--- config.mk ---
export PLATFORM = sky130hd
export DESIGN_NAME = riscv_timer
export DESIGN_NICKNAME = d
export VERILOG_FILES = /design/src/rtl/riscv_pkg.sv /design/src/rtl/riscv_timer_prescaler.sv /design/src/rtl/riscv_timer.sv
export SDC_FILE = /design/constraint.sdc
export NUM_CORES = 1
export LEC_CHECK = 0
export CAP_MARGIN = 10
export CORE_MARGIN = 4
export CORE_UTILIZATION = 35
export DETAILED_ROUTE_END_ITERATION = 8
export GPL_TIMING_DRIVEN = 0
export HOLD_SLACK_MARGIN = 0.02
export PLACE_DENSITY = 0.62
export SYNTH_ARGS = -nofsm -noshare
export SYNTH_HDL_FRONTEND = slang
export SYNTH_SLANG_ARGS = --single-unit
--- constraint.sdc ---
create_clock -name clk -period 8.4 [get_ports clk]
set_input_delay 2.52 -clock clk [delete_from_list [all_inputs] [get_ports clk]]
set_output_delay 2.52 -clock clk [all_outputs]
set_load 0.005 [all_outputs]
--- src/rtl/riscv_pkg.sv ---
// Shared core definitions: data-memory op encodings and machine-timer register map.
package riscv_pkg;

  localparam logic [1:0]  DMEM_SIZE_NONE = 2'd0;
  localparam logic [1:0]  DMEM_SIZE_BYTE = 2'd1;
  localparam logic [1:0]  DMEM_SIZE_HALF = 2'd2;
  localparam logic [1:0]  DMEM_SIZE_WORD = 2'd3;
  localparam int unsigned DMEM_STORE_BIT = 2;

  localparam logic [3:0]  TIMER_OFF_MTIME_LO    = 4'h0;
  localparam logic [3:0]  TIMER_OFF_MTIME_HI    = 4'h4;
  localparam logic [3:0]  TIMER_OFF_MTIMECMP_LO = 4'h8;
  localparam logic [3:0]  TIMER_OFF_MTIMECMP_HI = 4'hC;

  localparam logic [31:0] TIMER_BASE = 32'h0000_8000;

  typedef enum logic [1:0] {
    TIMER_MTIME_LO    = TIMER_OFF_MTIME_LO[3:2],
    TIMER_MTIME_HI    = TIMER_OFF_MTIME_HI[3:2],
    TIMER_MTIMECMP_LO = TIMER_OFF_MTIMECMP_LO[3:2],
    TIMER_MTIMECMP_HI = TIMER_OFF_MTIMECMP_HI[3:2]
  } timer_word_e;

endpackage

--- src/rtl/riscv_timer_prescaler.sv ---
// Divides clk down to a one-cycle tick every PRESCALE cycles; PRESCALE=1 yields a constant tick.
module riscv_timer_prescaler
  import riscv_pkg::*;
#(
  parameter int unsigned PRESCALE = 1
) (
  input  logic clk,
  input  logic rst,
  output logic tick
);

  localparam int unsigned CW = (PRESCALE > 1) ? $clog2(PRESCALE) : 1;
  localparam logic [CW-1:0] LAST = CW'(PRESCALE - 1);

  logic [CW-1:0] count;

  // With PRESCALE=1 the count is pinned at 0 == LAST, so tick folds to a constant.
  assign tick = (count == LAST);

  always_ff @(posedge clk or posedge rst) begin
    if (rst)       count <= '0;
    else if (tick) count <= '0;
    else           count <= count + CW'(1);
  end

endmodule

--- src/rtl/riscv_timer.sv ---
// Memory-mapped 64-bit machine timer (mtime/mtimecmp) with level timer_irq.
// Optional RISCV_TIMER_SNAPSHOT_EN: a load of mtime lo snapshots mtime hi for a tear-free hi read.
module riscv_timer
  import riscv_pkg::*;
#(
  parameter int unsigned PRESCALE = 1,
  parameter logic [31:0] BASE     = TIMER_BASE
) (
  input  logic        clk,
  input  logic        rst,
  input  logic [2:0]  dmem_op,
  input  logic [31:0] addr,
  input  logic [31:0] wdata,
  output logic [31:0] rdata,
  output logic        rdata_valid,
  output logic        timer_irq
);

  logic        tick;
  logic        sel;
  logic        load;
  logic        store;
  timer_word_e word;
  logic [63:0] mtime;
  logic [63:0] mtimecmp;
  logic [31:0] mtime_hi_view;
  logic [31:0] read_word;
  logic [1:0]  unused_addr;

  assign unused_addr = addr[1:0];

  assign sel   = (dmem_op[1:0] != DMEM_SIZE_NONE) && (addr[31:4] == BASE[31:4]);
  assign word  = timer_word_e'(addr[3:2]);
  assign load  = sel && !dmem_op[DMEM_STORE_BIT];
  assign store = sel && dmem_op[DMEM_STORE_BIT] && (dmem_op[1:0] == DMEM_SIZE_WORD);

  riscv_timer_prescaler #(.PRESCALE(PRESCALE)) u_prescaler (
    .clk  (clk),
    .rst  (rst),
    .tick (tick)
  );

`ifdef RISCV_TIMER_SNAPSHOT_EN
  logic [31:0] shadow;

  always_ff @(posedge clk or posedge rst) begin
    if (rst)                                shadow <= '0;
    else if (load && word == TIMER_MTIME_LO) shadow <= mtime[63:32];
  end

  assign mtime_hi_view = shadow;
`else
  assign mtime_hi_view = mtime[63:32];
`endif

  always_comb begin
    read_word = '0;
    case (word)
      TIMER_MTIME_LO:    read_word = mtime[31:0];
      TIMER_MTIME_HI:    read_word = mtime_hi_view;
      TIMER_MTIMECMP_LO: read_word = mtimecmp[31:0];
      TIMER_MTIMECMP_HI: read_word = mtimecmp[63:32];
      default:           read_word = '0;
    endcase
  end

  // A store to either mtime half beats the tick; the other half is left alone.
  always_ff @(posedge clk or posedge rst) begin
    if (rst)                                  mtime <= '0;
    else if (store && word == TIMER_MTIME_LO) mtime[31:0]  <= wdata;
    else if (store && word == TIMER_MTIME_HI) mtime[63:32] <= wdata;
    else if (tick)                            mtime <= mtime + 64'd1;
  end

  always_ff @(posedge clk or posedge rst) begin
    if (rst)                                     mtimecmp <= '1;
    else if (store && word == TIMER_MTIMECMP_LO) mtimecmp[31:0]  <= wdata;
    else if (store && word == TIMER_MTIMECMP_HI) mtimecmp[63:32] <= wdata;
  end

  always_ff @(posedge clk or posedge rst) begin
    if (rst) begin
      rdata       <= '0;
      rdata_valid <= 1'b0;
      timer_irq   <= 1'b0;
    end else begin
      rdata_valid <= load;
      if (load) rdata <= read_word;
      timer_irq <= (mtime >= mtimecmp);
    end
  end

endmodule

==> flow_summary.json, run 1 <==
{
  "status": "finished clean",
  "worst_slack_ns": 3.33,
  "synth_ff_type": "dfrtp_1",
  "grtUsageMet1_pct": 31.0,
  "grtUsageTotal_pct": 22.5,
  "rows": 61,
  "core-area_sq_mm": 0.0281,
  "fin_skew_ns": 0.0126,
  "dp_hpwl_mm": 25.5,
  "min-delay-path-class": "reg2reg",
  "yosys_warnings": 0,
  "fin_area_sq_mm": 0.0122,
  "die_width_microns": 178,
  "syn_nets": 1139,
  "drcViolationCount": 0,
  "r2r_start": "mtime[0]",
  "start_kind": "input port",
  "synth_top_area_share_pct": 24.4,
  "firstDrtPassIters": 7,
  "timing.final.crit_share_pct": 60.4,
  "synth-compound-area-share_pct": 14.6,
  "critPathMaxFanout": 10,
  "syn_area_sq_mm": 0.0101,
  "grt_first_pass_wirelength_mm": 53.8,
  "use_met3_pct": 4.90,
  "p_per_area_mw_per_mm2": 142,
  "dieHeight_microns": 178,
  "drive_gt1_share_pct": 20.5,
  "vdd_ir_drop_max_v": 0.0000973,
  "synth_fa_ha_area_share_pct": 8.08,
  "p_leak_nw": 5.10,
  "synth_xor_area_share_pct": 0.0870,
  "cts_setup_buffers": 0,
  "min_period_ns": 5.07,
  "cts-root-buf": "clkbuf_16",
  "cts_tree": "yes",
  "routed_wl_mm": 34.8,
  "fin_nets": 1258,
  "antenna_found_initial": 1,
  "crit_required_ns": 8.76,
  "yosys.area_share.simple_pct": 16.2,
  "endpoint_kind": "flip-flop",
  "vias_per_cell": 5.85,
  "ys_seq_area_share_pct": 41.1,
  "cap_viol_max_count": 0,
  "start_util_pct": 35.8,
  "worstHoldStart": "rdata[9]",
  "ant_nets": 0,
  "max_freq_ghz": 0.197,
  "grt_pass1_vias": 8882,
  "clk_pin_slew_worst_paths_ns": 0.07,
  "area_growth_pct": 21.1,
  "grt_overflow_total": 0,
  "dp_slack_ns": 2.80,
  "hold_viol": 0,
  "drt_iter0_markers": 775,
  "io_buffers": 98,
  "grt_busiest_layer": "met2",
  "met2_usage_pct": 34.8,
  "die_area_sq_mm": 0.0315,
  "startpoint": "addr[9]",
  "cts_hold_buffers": 0,
  "synth-seq-cells": 162,
  "insertedDiodeCount": 0,
  "cts_num_sinks": 162,
  "avgSynthCellArea_sq_um": 10.0,
  "yosysTopAreaCell": "dfrtp_1",
  "htreeDepth": 4,
  "synth.area.mux_share_pct": 14.7,
  "fin_hold_ws_ns": 0.504,
  "vias": 8865,
  "synth_cell_types": 58,
  "rsz0062_at_grt": "false",
  "grt_max_degree": 94,
  "routabilityCongestion": 0.956,
  "slew_headroom_pct": 27.1,
  "dpl_cell_area_sq_mm": 0.0116,
  "slew_viol_final": 0,
  "syn_inst": 1005,
  "critical_path_class": "in2reg",
  "tightest_slew_ns": 1.09,
  "fill_cells": 2734,
  "finalPower_mw": 1.73,
  "io_pins": 103,
  "yosys-top-cells-area": "dfrtp_1, dfstp_2, ha_1",
  "synth_edf_count": 0,
  "synth_top_family_by_area": "simple AND/OR/NAND/NOR gates",
  "wl_per_cell_microns": 23.0,
  "insertion_delay_ns": 0.44,
  "cts_buffers": 17,
  "cts_resized": 0,
  "clock_path_buffers": 2,
  "critPathArrivalTime_ns": 5.43,
  "setup_viol": 0,
  "async_reset_ff_share_pct": 100
}
## worst paths after layout
kind / slack, ns / cells after the start / end
worst max-delay path: 3.33 / 8 / mtime[3]
worst min-delay path: 0.50 / 1 / rdata[9]
worst max register to register: 4.95 / 8 / mtime[60]
worst min register to register: 0.50 / 1 / rdata[9]
max in group asynchronous: 5.02 / 3 / mtimecmp[50]
min in group asynchronous: 2.50 / 2 / rdata_valid
## cell type report
class	instances	area, sq um	area share, %
buffer	51	250	2.05
clock buffer	17	425	3.49
clock inverter	15	204	1.67
inverter	73	282	2.31
multi-input combinational	719	5400	44.3
sequential	162	4130	33.9
tap	378	473	3.88
timing repair buffer	100	1020	8.34
## layout by cell type (no fill, tap or decap), types with 4 or more instances in the layout
cell type        synthesis  layout
a21o_1                  16      16
buf_2                   14      14
nor3b_1                  4       4
nor3_1                  27      27
and3_1                  12      12
dfstp_2                 64      64
nand2_1                 94      94
nand4_1                 32      32
clkbuf_16                0      17
o32ai_1                  6       6
o21ai_1                  5       5
o221a_2                  4       4
a311oi_1                 9       9
ha_1                    65      65
clkdlybuf4s50_1          0      98
nor4_1                  21      21
a221oi_1                 4       4
o21ai_0                 71      71
buf_1                    8       8
o31ai_1                  7       7
dfrtp_1                 98      98
clkbuf_1                21      21
o211ai_1                 5       5
nor2_1                  66      66
bufinv_16                0       4
and2_1                   4       4
o22ai_1                  5       5
mux4_2                  32      32
a21oi_1                 57      57
buf_4                    5       6
mux2_2                  66      66
nand3_1                 37      37
a211oi_1                19      19
inv_6                    0       4
inv_1                   73      72
and4_1                   8       8
a221o_1                  8       8
## kinds of logic after synthesis
| group | Yosys count |
|---|---|
| adders and majority gates | 65 |
| and+or+nand+nor | 324 |
| muxes | 100 |
| AOI/OAI and AO/OA | 229 |
| xor gates and xnor gates | 1 |
| buffers and inverters | 124 |
| DFF | 162 |
## metrics by stage
stage	utilization (%)	instances	setup TNS (ns)
final	43.4	1515	0
after global routing	43.4	1515	0
after CTS	43.4	1514	0
after detailed placement	41.1	1482	0
after global placement	41.0	1481	-97.37
after floorplan	-	1005	0
## worst max-delay path: stages
cell             delay (ns)
clkdlybuf4s50_1        0.41
nor4_1                 0.34
o2111ai_1              0.24
nor4_1                 0.52
buf_2                  0.40
buf_1                  0.63
o21ai_0                0.19
a21oi_1                0.17
## state kept, by name, indices dropped and copies added (netlist names)
| register | cells |
|---|---|
| timer_irq | 1 |
| rdata_valid | 1 |
| mtime | 64 |
| mtimecmp | 64 |
| rdata | 32 |
## Yosys cell counts, types with 3 or more instances
master / count
a21o_1: 16
nor2_1: 66
buf_6: 3
o31ai_1: 7
nor4_1: 21
clkbuf_1: 21
o21ai_0: 71
nand3_1: 37
a221o_1: 8
dfrtp_1: 98
a211oi_1: 19
nor3b_1: 4
o22ai_1: 5
a221oi_1: 4
buf_4: 5
ha_1: 65
o221a_2: 4
a311oi_1: 9
o32ai_1: 6
and4_1: 8
mux2_2: 66
dfstp_2: 64
buf_2: 14
o211ai_1: 5
a21oi_1: 57
buf_1: 8
inv_1: 73
mux4_2: 32
nand4_1: 32
nor3_1: 27
and3_1: 12
o21ai_1: 5
and2_1: 4
nand2_1: 94
or3_1: 3
## power breakdown
| group | switching [mW] | total [mW] | internal (mW) |
|---|---|---|---|
| registers | 0.000000743 | 0.781 | 0.781 |
| logic | 0.0466 | 0.0907 | 0.0441 |
| clock network | 0.359 | 0.861 | 0.502 |
| total | 0.406 | 1.73 | 1.33 |
## per-layer routing
metal,vias to the layer above,part of all wire (%)
met1,4443,44
li1,3994,-
met3,82,7.2
met4,2,3.3
met5,-,0.037
met2,344,46
Note: power is estimated with default switching activity, not from simulation.
==> run 2: changes to the inputs <==
Clock period 8.4 ns to 5.2 ns, I/O delays scaled along.
==> flow_summary.json, run 2 (synthesis gave the netlist of run 1 again) <==
{
  "status": "finished clean",
  "grt_overflow_total": 0,
  "hold_viol": 0,
  "start_kind": "input port",
  "max_freq_ghz": 0.243,
  "area_growth_pct": 20.8,
  "slew_headroom_pct": 21.0,
  "cts_buffers": 17,
  "dieHeight_microns": 178,
  "fin_nets": 1260,
  "grt_pass1_vias": 8955,
  "final.setup.tns_ns": 0,
  "p_leak_nw": 5.07,
  "setup_viol": 0,
  "drt_iter0_markers": 739,
  "fin_skew_ns": 0.0113,
  "cts_tree": "yes",
  "min-delay-path-class": "reg2reg",
  "p_clk_share_pct": 46.8,
  "final_cell_mix": "clkdlybuf4s50_1, dfrtp_1, nand2_1",
  "clk_pin_slew_worst_paths_ns": 0.06,
  "start_util_pct": 35.8,
  "cts_setup_buffers": 0,
  "grtUsageTotal_pct": 22.4,
  "cts_num_sinks": 162,
  "path_common_cell": "nor4_1",
  "endpoint_kind": "flip-flop",
  "vias_per_cell": 5.85,
  "clock_path_buffers": 2,
  "rows": 61,
  "insertedDiodeCount": 0,
  "min_period_ns": 4.12,
  "firstDrtPassIters": 7,
  "largest_registers": "mtime: 64 flops, mtimecmp: 64 flops, rdata: 32 flops",
  "core-area_sq_mm": 0.0281,
  "drive_gt1_share_pct": 20.2,
  "r2r_cells": 8,
  "fill_cells": 2765,
  "startpoint": "addr[8]",
  "routed_wl_mm": 34.9,
  "cap_viol_max_count": 0,
  "cts-root-buf": "clkbuf_16",
  "ant_nets": 0,
  "die_area_sq_mm": 0.0315,
  "htreeDepth": 4,
  "critPathArrivalTime_ns": 4.47,
  "die_width_microns": 178,
  "slew_viol_final": 0,
  "grt_first_pass_wirelength_mm": 54.1,
  "tightest_slew_ns": 1.18,
  "slowest_stage": "buf_1",
  "timing.final.crit_share_pct": 79.2,
  "p_comb_share_pct": 5.7,
  "pwr-share-seq_pct": 47.5,
  "power.switching_mw": 0.622,
  "holdPathStages": 1,
  "critical_path_class": "in2reg",
  "cts_hold_buffers": 0,
  "vdd_ir_drop_max_v": 0.000151,
  "p_int_mw": 2.04,
  "dp_hpwl_mm": 25.9,
  "swShare_pct": 23.4,
  "insertion_delay_ns": 0.43,
  "r2r_start": "mtimecmp[63]",
  "critPathMaxFanout": 10,
  "worstHoldStart": "rdata[9]",
  "critPathMaxStageDelay_ns": 0.66,
  "cts_resized": 0,
  "crit_chain": "clkdlybuf4s50_1 -> nor4_1 -> o2111ai_1 -> nor4_1 -> buf_2 -> buf_1 -> o21ai_0 -> a21oi_1",
  "crit_required_ns": 5.55,
  "routabilityCongestion": 0.954,
  "io_pins": 103,
  "drcViolationCount": 0,
  "antenna_found_initial": 0,
  "vias": 8856,
  "grt_max_degree": 39,
  "wl_per_cell_microns": 23.0,
  "io_buffers": 98,
  "rsz0062_at_grt": "false",
  "p_per_area_mw_per_mm2": 219,
  "final_util_pct": 43.3
}
==> run 2: cell count changes in the layout (fill, tap and decap cells not counted), sizes merged <==
cell      before  now
clkinv         6    5
buf           32   34
bufinv         4    2
inv           77   72
clkbuf        38   41
clkinvlp       1    4
==> run 2: metrics by stage <==
stage | worst slack, ns | hold WS, ns | cell area, sq um | power (mW) | cells
after floorplan | 1.64 | 0.482 | 10100 | 1.34 | 1005
after global placement | -0.00183 | 0.489 | 11500 | 1.43 | 1481
after detailed placement | 0.626 | 0.495 | 11600 | 1.44 | 1485
after CTS | 1.08 | 0.510 | 12200 | 2.69 | 1515
after global routing | 0.941 | 0.522 | 12200 | 2.74 | 1515
final | 1.08 | 0.504 | 12200 | 2.66 | 1515
==> run 2: area by class of cell <==
type	count	area [sq um]	share of cell area [%]
sequential	162	4130	34.0
multi-input combinational	719	5400	44.5
tap	378	473	3.89
clock buffer	20	437	3.59
inverter	73	278	2.29
clock inverter	10	115	0.947
buffer	51	250	2.06
timing repair buffer	102	1060	8.73
==> run 2: worst max-delay path: cells and delay by family <==
kind | cells | cell delay [ns]
buffers and inverters | 3 | 1.48
and+or+nand+nor | 2 | 0.82
AOI/OAI and AO/OA | 3 | 0.62
==> run 2: worst paths after layout <==
check,to,slack (ns)
min reg2reg,rdata[9],0.50
max reg2reg,timer_irq,1.74
max,mtime[25],1.08
min,rdata[9],0.50
min in group asynchronous,rdata[15],1.53
max in group asynchronous,mtimecmp[61],2.74
==> run 2: layer usage <==
| metal | GRT usage, % | wire [microns] | vias up |
|---|---|---|---|
| met3 | 5.58 | 2570 | 71 |
| met2 | 35.2 | 15900 | 372 |
| met1 | 30.7 | 15400 | 4422 |
| met5 | 0 | 0 | - |
| li1 | - | - | 3991 |
| met4 | 6.99 | 1060 | 0 |
==> run 2: power groups by stage <==
| stage | Sequential, mW | Combinational [mW] | Clock (mW) |
|---|---|---|---|
| floorplan | 1.28 | 0.0587 | 0 |
| global placement | 1.28 | 0.146 | 0 |
| detailed placement | 1.28 | 0.155 | 0 |
| CTS | 1.26 | 0.156 | 1.27 |
| global route | 1.26 | 0.164 | 1.32 |
| finish | 1.26 | 0.152 | 1.25 |
==> run 3: changes to the inputs <==
Clock period 5.2 ns to 4 ns, I/O delays scaled along.
==> results of run 3 <==
Same layout as run 2 (identical final DEF). Status: finished clean.
Main changes from that run: setup slack after placement 0.626 ns -> -0.214 ns; setup slack after layout 1.08 ns -> 0.240 ns; register-to-register setup slack 1.74 ns -> 0.54 ns; total power 2.66 mW -> 3.46 mW; worst IR drop on VDD 0.000151 V -> 0.000197 V
